`config.mk`:
```
export PLATFORM = sky130hd
export DESIGN_NAME = irda_sir_rx_deframer
export DESIGN_NICKNAME = d
export VERILOG_FILES = /design/src/rtl/irda_pkg.sv /design/src/rtl/irda_rx_hold_reg.sv /design/src/rtl/irda_sir_rx_deframer.sv
export SDC_FILE = /design/constraint.sdc
export NUM_CORES = 1
export LEC_CHECK = 0
export CAP_MARGIN = 5
export CORE_ASPECT_RATIO = 1.25
export CORE_MARGIN = 2
export CORE_UTILIZATION = 40
export DETAILED_ROUTE_END_ITERATION = 6
export DONT_BUFFER_PORTS = 1
export PLACE_DENSITY_LB_ADDON = 0.05
export SETUP_SLACK_MARGIN = 0.2
export SLEW_MARGIN = 20
export SYNTH_ARGS = -nofsm -noshare
export SYNTH_HDL_FRONTEND = slang
export SYNTH_SLANG_ARGS = --single-unit
```
`constraint.sdc`:
```
create_clock -name clk -period 2.7 [get_ports clk]
set_clock_uncertainty 0.15 [all_clocks]
set_input_delay 0.54 -clock clk [delete_from_list [all_inputs] [get_ports clk]]
set_output_delay 0.54 -clock clk [all_outputs]
set_load 0.01 [all_outputs]
```
`src/rtl/irda_pkg.sv`:
```
// rtl/irda_pkg.sv - shared state encodings and defaults for the IrDA receive path
package irda_pkg;

  typedef enum logic [1:0] {
    ST_IDLE = 2'd0,
    ST_DATA = 2'd1,
    ST_STOP = 2'd2
  } rx_state_t;

  localparam int DEFAULT_DATA_BITS = 8;

endpackage

```
`src/rtl/irda_rx_hold_reg.sv`:
```
// rtl/irda_rx_hold_reg.sv - single-entry received-character holding register with valid/ack/overrun
module irda_rx_hold_reg #(
  parameter int W = 8
) (
  input  logic         clk,
  input  logic         wb_rst_n,
  input  logic         load,
  input  logic [W-1:0] load_data,
  input  logic         load_frame_err,
  input  logic         load_brk,
  input  logic         ack,
  output logic [W-1:0] data,
  output logic         valid,
  output logic         frame_err,
  output logic         brk,
  output logic         overrun
);

  logic ack_eff;
  assign ack_eff = ack & valid;

  always_ff @(posedge clk) begin
    if (!wb_rst_n) begin
      data      <= '0;
      valid     <= 1'b0;
      frame_err <= 1'b0;
      brk       <= 1'b0;
      overrun   <= 1'b0;
    end else if (load && (!valid || ack_eff)) begin
      // a character being acked in the same cycle frees the slot for the new one
      data      <= load_data;
      valid     <= 1'b1;
      frame_err <= load_frame_err;
      brk       <= load_brk;
      overrun   <= 1'b0;
    end else if (load) begin
      overrun <= 1'b1;
    end else if (ack_eff) begin
      valid     <= 1'b0;
      frame_err <= 1'b0;
      brk       <= 1'b0;
      overrun   <= 1'b0;
    end
  end

endmodule

```
`src/rtl/irda_sir_rx_deframer.sv`:
```
// rtl/irda_sir_rx_deframer.sv - recovers async start/data/stop characters from decoded SIR bits
module irda_sir_rx_deframer
  import irda_pkg::*;
#(
  parameter int DATA_BITS = DEFAULT_DATA_BITS
) (
  input  logic                 clk,
  input  logic                 wb_rst_n,
  input  logic                 fast_mode,
  input  logic                 tx_select,
  input  logic                 bit_stb_i,
  input  logic                 rx_zero_i,
  output logic [DATA_BITS-1:0] data_o,
  output logic                 data_valid_o,
  input  logic                 data_ack_i,
  output logic                 frame_err_o,
  output logic                 break_o,
  output logic                 overrun_o
);

  localparam int CNT_W = $clog2(DATA_BITS);

  rx_state_t            state, state_nxt;
  logic [CNT_W-1:0]     cnt, cnt_nxt;
  logic [DATA_BITS-1:0] shreg, shreg_nxt;
  logic                 qual;
  logic                 bit_val;
  logic                 done;

  assign qual    = bit_stb_i & ~tx_select & ~fast_mode;
  assign bit_val = ~rx_zero_i;

  always_ff @(posedge clk) begin
    if (!wb_rst_n) begin
      state <= ST_IDLE;
      cnt   <= '0;
      shreg <= '0;
    end else begin
      state <= state_nxt;
      cnt   <= cnt_nxt;
      shreg <= shreg_nxt;
    end
  end

  always_comb begin
    state_nxt = state;
    cnt_nxt   = cnt;
    shreg_nxt = shreg;
    done      = 1'b0;
    if (fast_mode) begin
      state_nxt = ST_IDLE;
      cnt_nxt   = '0;
      shreg_nxt = '0;
    end else if (qual) begin
      case (state)
        ST_IDLE: begin
          if (!bit_val) begin
            state_nxt = ST_DATA;
            cnt_nxt   = '0;
          end
        end
        ST_DATA: begin
          // line order is LSB first, so shifting right leaves the character aligned
          shreg_nxt = {bit_val, shreg[DATA_BITS-1:1]};
          cnt_nxt   = cnt + CNT_W'(1);
          if (cnt == CNT_W'(DATA_BITS - 1)) state_nxt = ST_STOP;
        end
        ST_STOP: begin
          // a logical-0 stop bit is consumed here, never treated as the next start bit
          done      = 1'b1;
          state_nxt = ST_IDLE;
          cnt_nxt   = '0;
        end
        default: state_nxt = ST_IDLE;
      endcase
    end
  end

  irda_rx_hold_reg #(
    .W(DATA_BITS)
  ) u_hold (
    .clk           (clk),
    .wb_rst_n      (wb_rst_n),
    .load          (done),
    .load_data     (shreg),
    .load_frame_err(~bit_val),
    .load_brk      (~bit_val & (shreg == '0)),
    .ack           (data_ack_i),
    .data          (data_o),
    .valid         (data_valid_o),
    .frame_err     (frame_err_o),
    .brk           (break_o),
    .overrun       (overrun_o)
  );

endmodule

```
Word level (Yosys, flattened, before mapping)

Cells that the tools add are included.

Flip-flop bits (word level): 25
Bits in latches: 0
Bits in writable memories: 0
Bits in read-only memories: 0
Input port bits: 7
Output and inout port bits: 12
Logic and storage cells: 51
Memories: 0

Add/subtract/negate cells: 1
Multiply operators: 0
Divide/modulo/power cells: 0
Order comparisons: 0
Equality and inequality tests: 6
Shift operators: 0
Multiplexer cells: 14
Bitwise operators: 8
Reduce and logical (&&, ||, !) cells: 14

Operators with widths:

| kind                                           | count |
|---|---|
| two-way mux 1 bit                              | 9 |
| case mux 3 bit (3 select lines)                | 1 |
| logical NOT 8 bit                              | 1 |
| inequality test 2 bit (second input constant)  | 3 |
| AND reduction 3 bit                            | 2 |
| AND 1 bit                                      | 4 |
| two-way mux 2 bit                              | 2 |
| inverter 1 bit                                 | 4 |
| case mux 2 bit (2 select lines)                | 1 |
| AND reduction 2 bit                            | 2 |
| nonzero test 2 bit                             | 2 |
| OR reduction 2 bit                             | 2 |
| adder 3 x 1 -> 3 bit (second input constant)   | 1 |
| == test 3 bit (second input constant)          | 1 |
| two-way mux 3 bit                              | 1 |
| nonzero test 3 bit                             | 1 |
| == test 2 x 1 -> 1 bit (second input constant) | 1 |
| == test 2 bit (second input constant)          | 1 |
| logical NOT 2 bit                              | 1 |
| logical AND 1 bit                              | 1 |
| logical NOT 1 bit                              | 1 |
| logical OR 1 bit                               | 1 |

Depth between registers and ports, before layout

Word-level depth: 8
Mapped depth: 6
Gate-level depth less buffers: 6

Cells and area by module

From an unflattened synthesis, not the netlist that was laid out.

Cells, all modules: 126
Area total of the unflattened synthesis: 1101.1 µm²

Modules (own cells, without submodules):

| module               | times used | cells an instance | area each (µm²) | seq. area each (µm²) |
|---|---|---|---|---|
| irda_sir_rx_deframer | 1          | 70                | 618.1           | 260.2 |
| irda_rx_hold_reg     | 1          | 56                | 483.0           | 240.2 |

Worst setup path before layout

OpenSTA, ideal clock, no wires.

Kind: input to register
Start: input fast_mode
End: register shreg[4]
Setup time: 74 ps
Arrival time: 1671 ps
Required time: 2476 ps
Path slack: 804 ps
Stages on the path: 6
Path buffers: 2
Path through: or3b_1 buf_6 nor3b_4 buf_6 nand3_1 o21ai_0

Word-level cells in the longest chain between the ends: 3
Elaborated cells between the ends (all ways): 4
Those cells by class: bitwise (2); reduce/logical (2)

RTL lines:

| what                          | line                       | text |
|---|---|---|
| start: declaration            | irda_sir_rx_deframer.sv:9  | `input logic fast_mode,` |
| inverter 1 bit                | irda_sir_rx_deframer.sv:30 | `assign qual = bit_stb_i & ~tx_select & ~fast_mode;` |
| AND 1 bit                     | irda_sir_rx_deframer.sv:30 |  |
| AND reduction 2 bit (no line) | --                         |  |
| end signal: assignment        | irda_sir_rx_deframer.sv:41 | `shreg <= shreg_nxt;` |
| end: declaration              | irda_sir_rx_deframer.sv:25 | `logic [DATA_BITS-1:0] shreg, shreg_nxt;` |

Parallel ways exist; a longest one is shown, timed or not.
A chain may end at the register's enable or synchronous reset.

Worst setup path after layout

Start: input fast_mode
End: register shreg[7]

The elaborated chain is that of the path after synthesis.

==> metrics <==
clock share of power=29.5%; HP Class=input port to flip-flop; post-CTS sizing=0; final hold vios=0; Detail Route Antenna Nets=0; drc violations=0; Worst path slowest cell=nor3b_4; CTS buffer count=3; vias in the first global route=771; initial antenna violation count=0; CTS tree=built; unrepaired setup endpoints after global routing=false; WL final=2030 um; PD cells=498 nW/um^2; Initial Utilization=41.0%; placed cell area=1070 um^2; nature of the critical path endpoint=flip-flop; CTS Hold Buffers Added=0; Leak=0.000355 uW; Pint=431 uW; final setup violating endpoints=0; R2R cell count=4; gr ovfl total=0; Die W=50.4 um; Syn Area/Cell=9.45 um^2; cell count after synthesis=114; Fmax=0.536 GHz; Max-cap violations=0; Root Buffer=clkbuf_4; share of cells above drive strength 1=4.55%; area delta synth->final=1.97%; worst endpoint data arrival time=1.95 ns; outcome=finished clean; Vert. Die Dim=62.0 um; CP top delay family=simple AND/OR/NAND/NOR gates; Cell Area, Synth=1080 um^2; Netlist cell types=30; CP Depth=4; critical path fanouts, max=18; first-pass GRT wire length=3600 um; largest net degree at the start of global routing=19; final net count=120; crit-path max cell delay=0.58 ns; # IOs=19; Total Neg Setup Slack=0 ns; yosys warns=0; gr usage total=15.2%; register area share after synthesis=46.5%; WP data required=2.78 ns; area of the die=3130 um^2; VDD IR max=0.000247 V; fin crit period=1.87 ns; Slew @ Worst Pin=0.602 ns; CTS clk-pin slew, worst paths=0.13 ns; ANT cells=0; 1st-pass router iterations=4; TritonCTS Sinks=25; initial DRC count=14; Slew Limit Fails=0; Hold WS=0.165 ns; Worst Path Buf+Inv=0; Cell Rows=21; H-tree levels=1; Slew headroom=59.8%; PortBufs=0; sequential power share=67.7%; clk buf depth=2; DR WL/cell=14.1 um; crit path launch type=input port; Combinational Power Share=2.8%; post-CTS setup buffer count=0; sw power=116 uW; Via Count=774; Core Box Area=2630 um^2; hold path cells=1; Syn Nets=123; total power=547 uW; clk_lat worst skew=0.31 ns; CP Cell Sequence=or3b_1 > nor3b_4 > nor2_1 > a211oi_1; FF+latch count, synth=25; RD Place Congestion=0.706; Finished Cell Area=1100 um^2; WS Path Type=input port to flip-flop; fin crit share=69.1%; HPWL after detailed placement=1450 um; switching portion of total power=21.2%; drt via density=5.38
[placed cells by master, fill, tap and decap left out]
| master | n |
|---|---|
| nor3_1 | 1 |
| clkbuf_4 | 3 |
| o32ai_1 | 1 |
| or3_1 | 1 |
| a32o_1 | 3 |
| nand2_1 | 12 |
| nand3_1 | 7 |
| dfxtp_1 | 25 |
| a211oi_1 | 1 |
| o31a_1 | 1 |
| or3b_1 | 1 |
| o21ai_0 | 8 |
| a21boi_0 | 1 |
| nor2b_1 | 10 |
| mux2i_1 | 9 |
| and3b_1 | 1 |
| and2b_1 | 1 |
| nor3b_1 | 2 |
| and2_1 | 1 |
| nor3b_4 | 1 |
| ha_1 | 2 |
| nor4_1 | 2 |
| nor2_1 | 4 |
| a22oi_1 | 1 |
| nand2b_1 | 3 |
| and3_1 | 1 |
| clkinv_2 | 1 |
| nand4_1 | 1 |
| a21oi_1 | 5 |
[layout make-up]
cell class	instances	area, um^2
tap	34	42.5
fill	276	1530
clock buffer	3	22.5
sequential	25	500
multi-input combinational	81	528
clock inverter	1	5.00
[kinds of logic after synthesis]
family | count (synthesis) | share of synthesized area, %
AO/OA/AOI/OAI | 21 | 12.5
adder cells (fa/ha/maj) | 2 | 2.32
AND/OR/NAND/NOR | 49 | 25.8
multiplexers | 9 | 8.36
buffers and inverters | 8 | 4.53
flip-flops | 25 | 46.5
[metrics by stage]
stage               setup WS, ns  std cells  util [%]
finish                     0.834        144      41.8
global route               0.730        144      41.8
floorplan                  0.804        114         -
global placement           0.548        140      40.8
detailed placement         0.513        140      40.8
CTS                        0.837        144      41.8
[power groups by stage]
stage                     Sequential, uW  Combinational (uW)  Clock, uW
final                                370                15.4        161
after global routing                 371                16.9        185
after detailed placement             378                15.2          0
after global placement               378                15.2          0
after CTS                            370                15.3        172
after floorplan                      377                17.0          0
[cells in the mapped netlist, drive strengths merged]
cell	number	share of area [%]
dfxtp	25	46
nand2	12	4.2
nor2b	10	5.8
mux2i	9	8.4
o21ai	8	3.7
nand3	7	3.3
a21oi	5	2.3
buf	5	3.5
nor2	4	1.4
a32o	3	2.8
clkbuf	3	1.0
nand2b	3	1.7
nor3b	3	3.1
ha	2	2.3
nor4	2	1.2
a211oi	1	0.70
a21boi	1	0.70
a22oi	1	0.70
and2	1	0.58
and2b	1	0.70
and3	1	0.58
and3b	1	0.81
nand4	1	0.58
nor3	1	0.46
o31a	1	0.81
o32ai	1	0.81
or3	1	0.58
or3b	1	0.81
[state kept, by name, summed over array words and instances, names as in the netlist]
register,count
shreg,8
u_hold.data,8
cnt,3
state,2
u_hold.brk,1
u_hold.frame_err,1
u_hold.overrun,1
u_hold.valid,1
[routing by layer]
metal	GRT usage, %	vias to the layer above	part of all wire, %
met2	27.6	16	49
li1	-	398	-
met5	0	-	0
met4	5.79	0	0.84
met1	17.7	358	45
met3	3.35	2	5.2
[worst paths after layout]
kind                            slack, ns      start         end
worst min-delay path                 0.16  rx_zero_i    shreg[7]
worst max-delay path                 0.83  fast_mode    shreg[7]
worst max register to register       0.88   state[1]  u_hold.brk
worst min register to register       0.34     cnt[2]      cnt[2]
No activity file was read; power rests on OpenSTA's default activity.
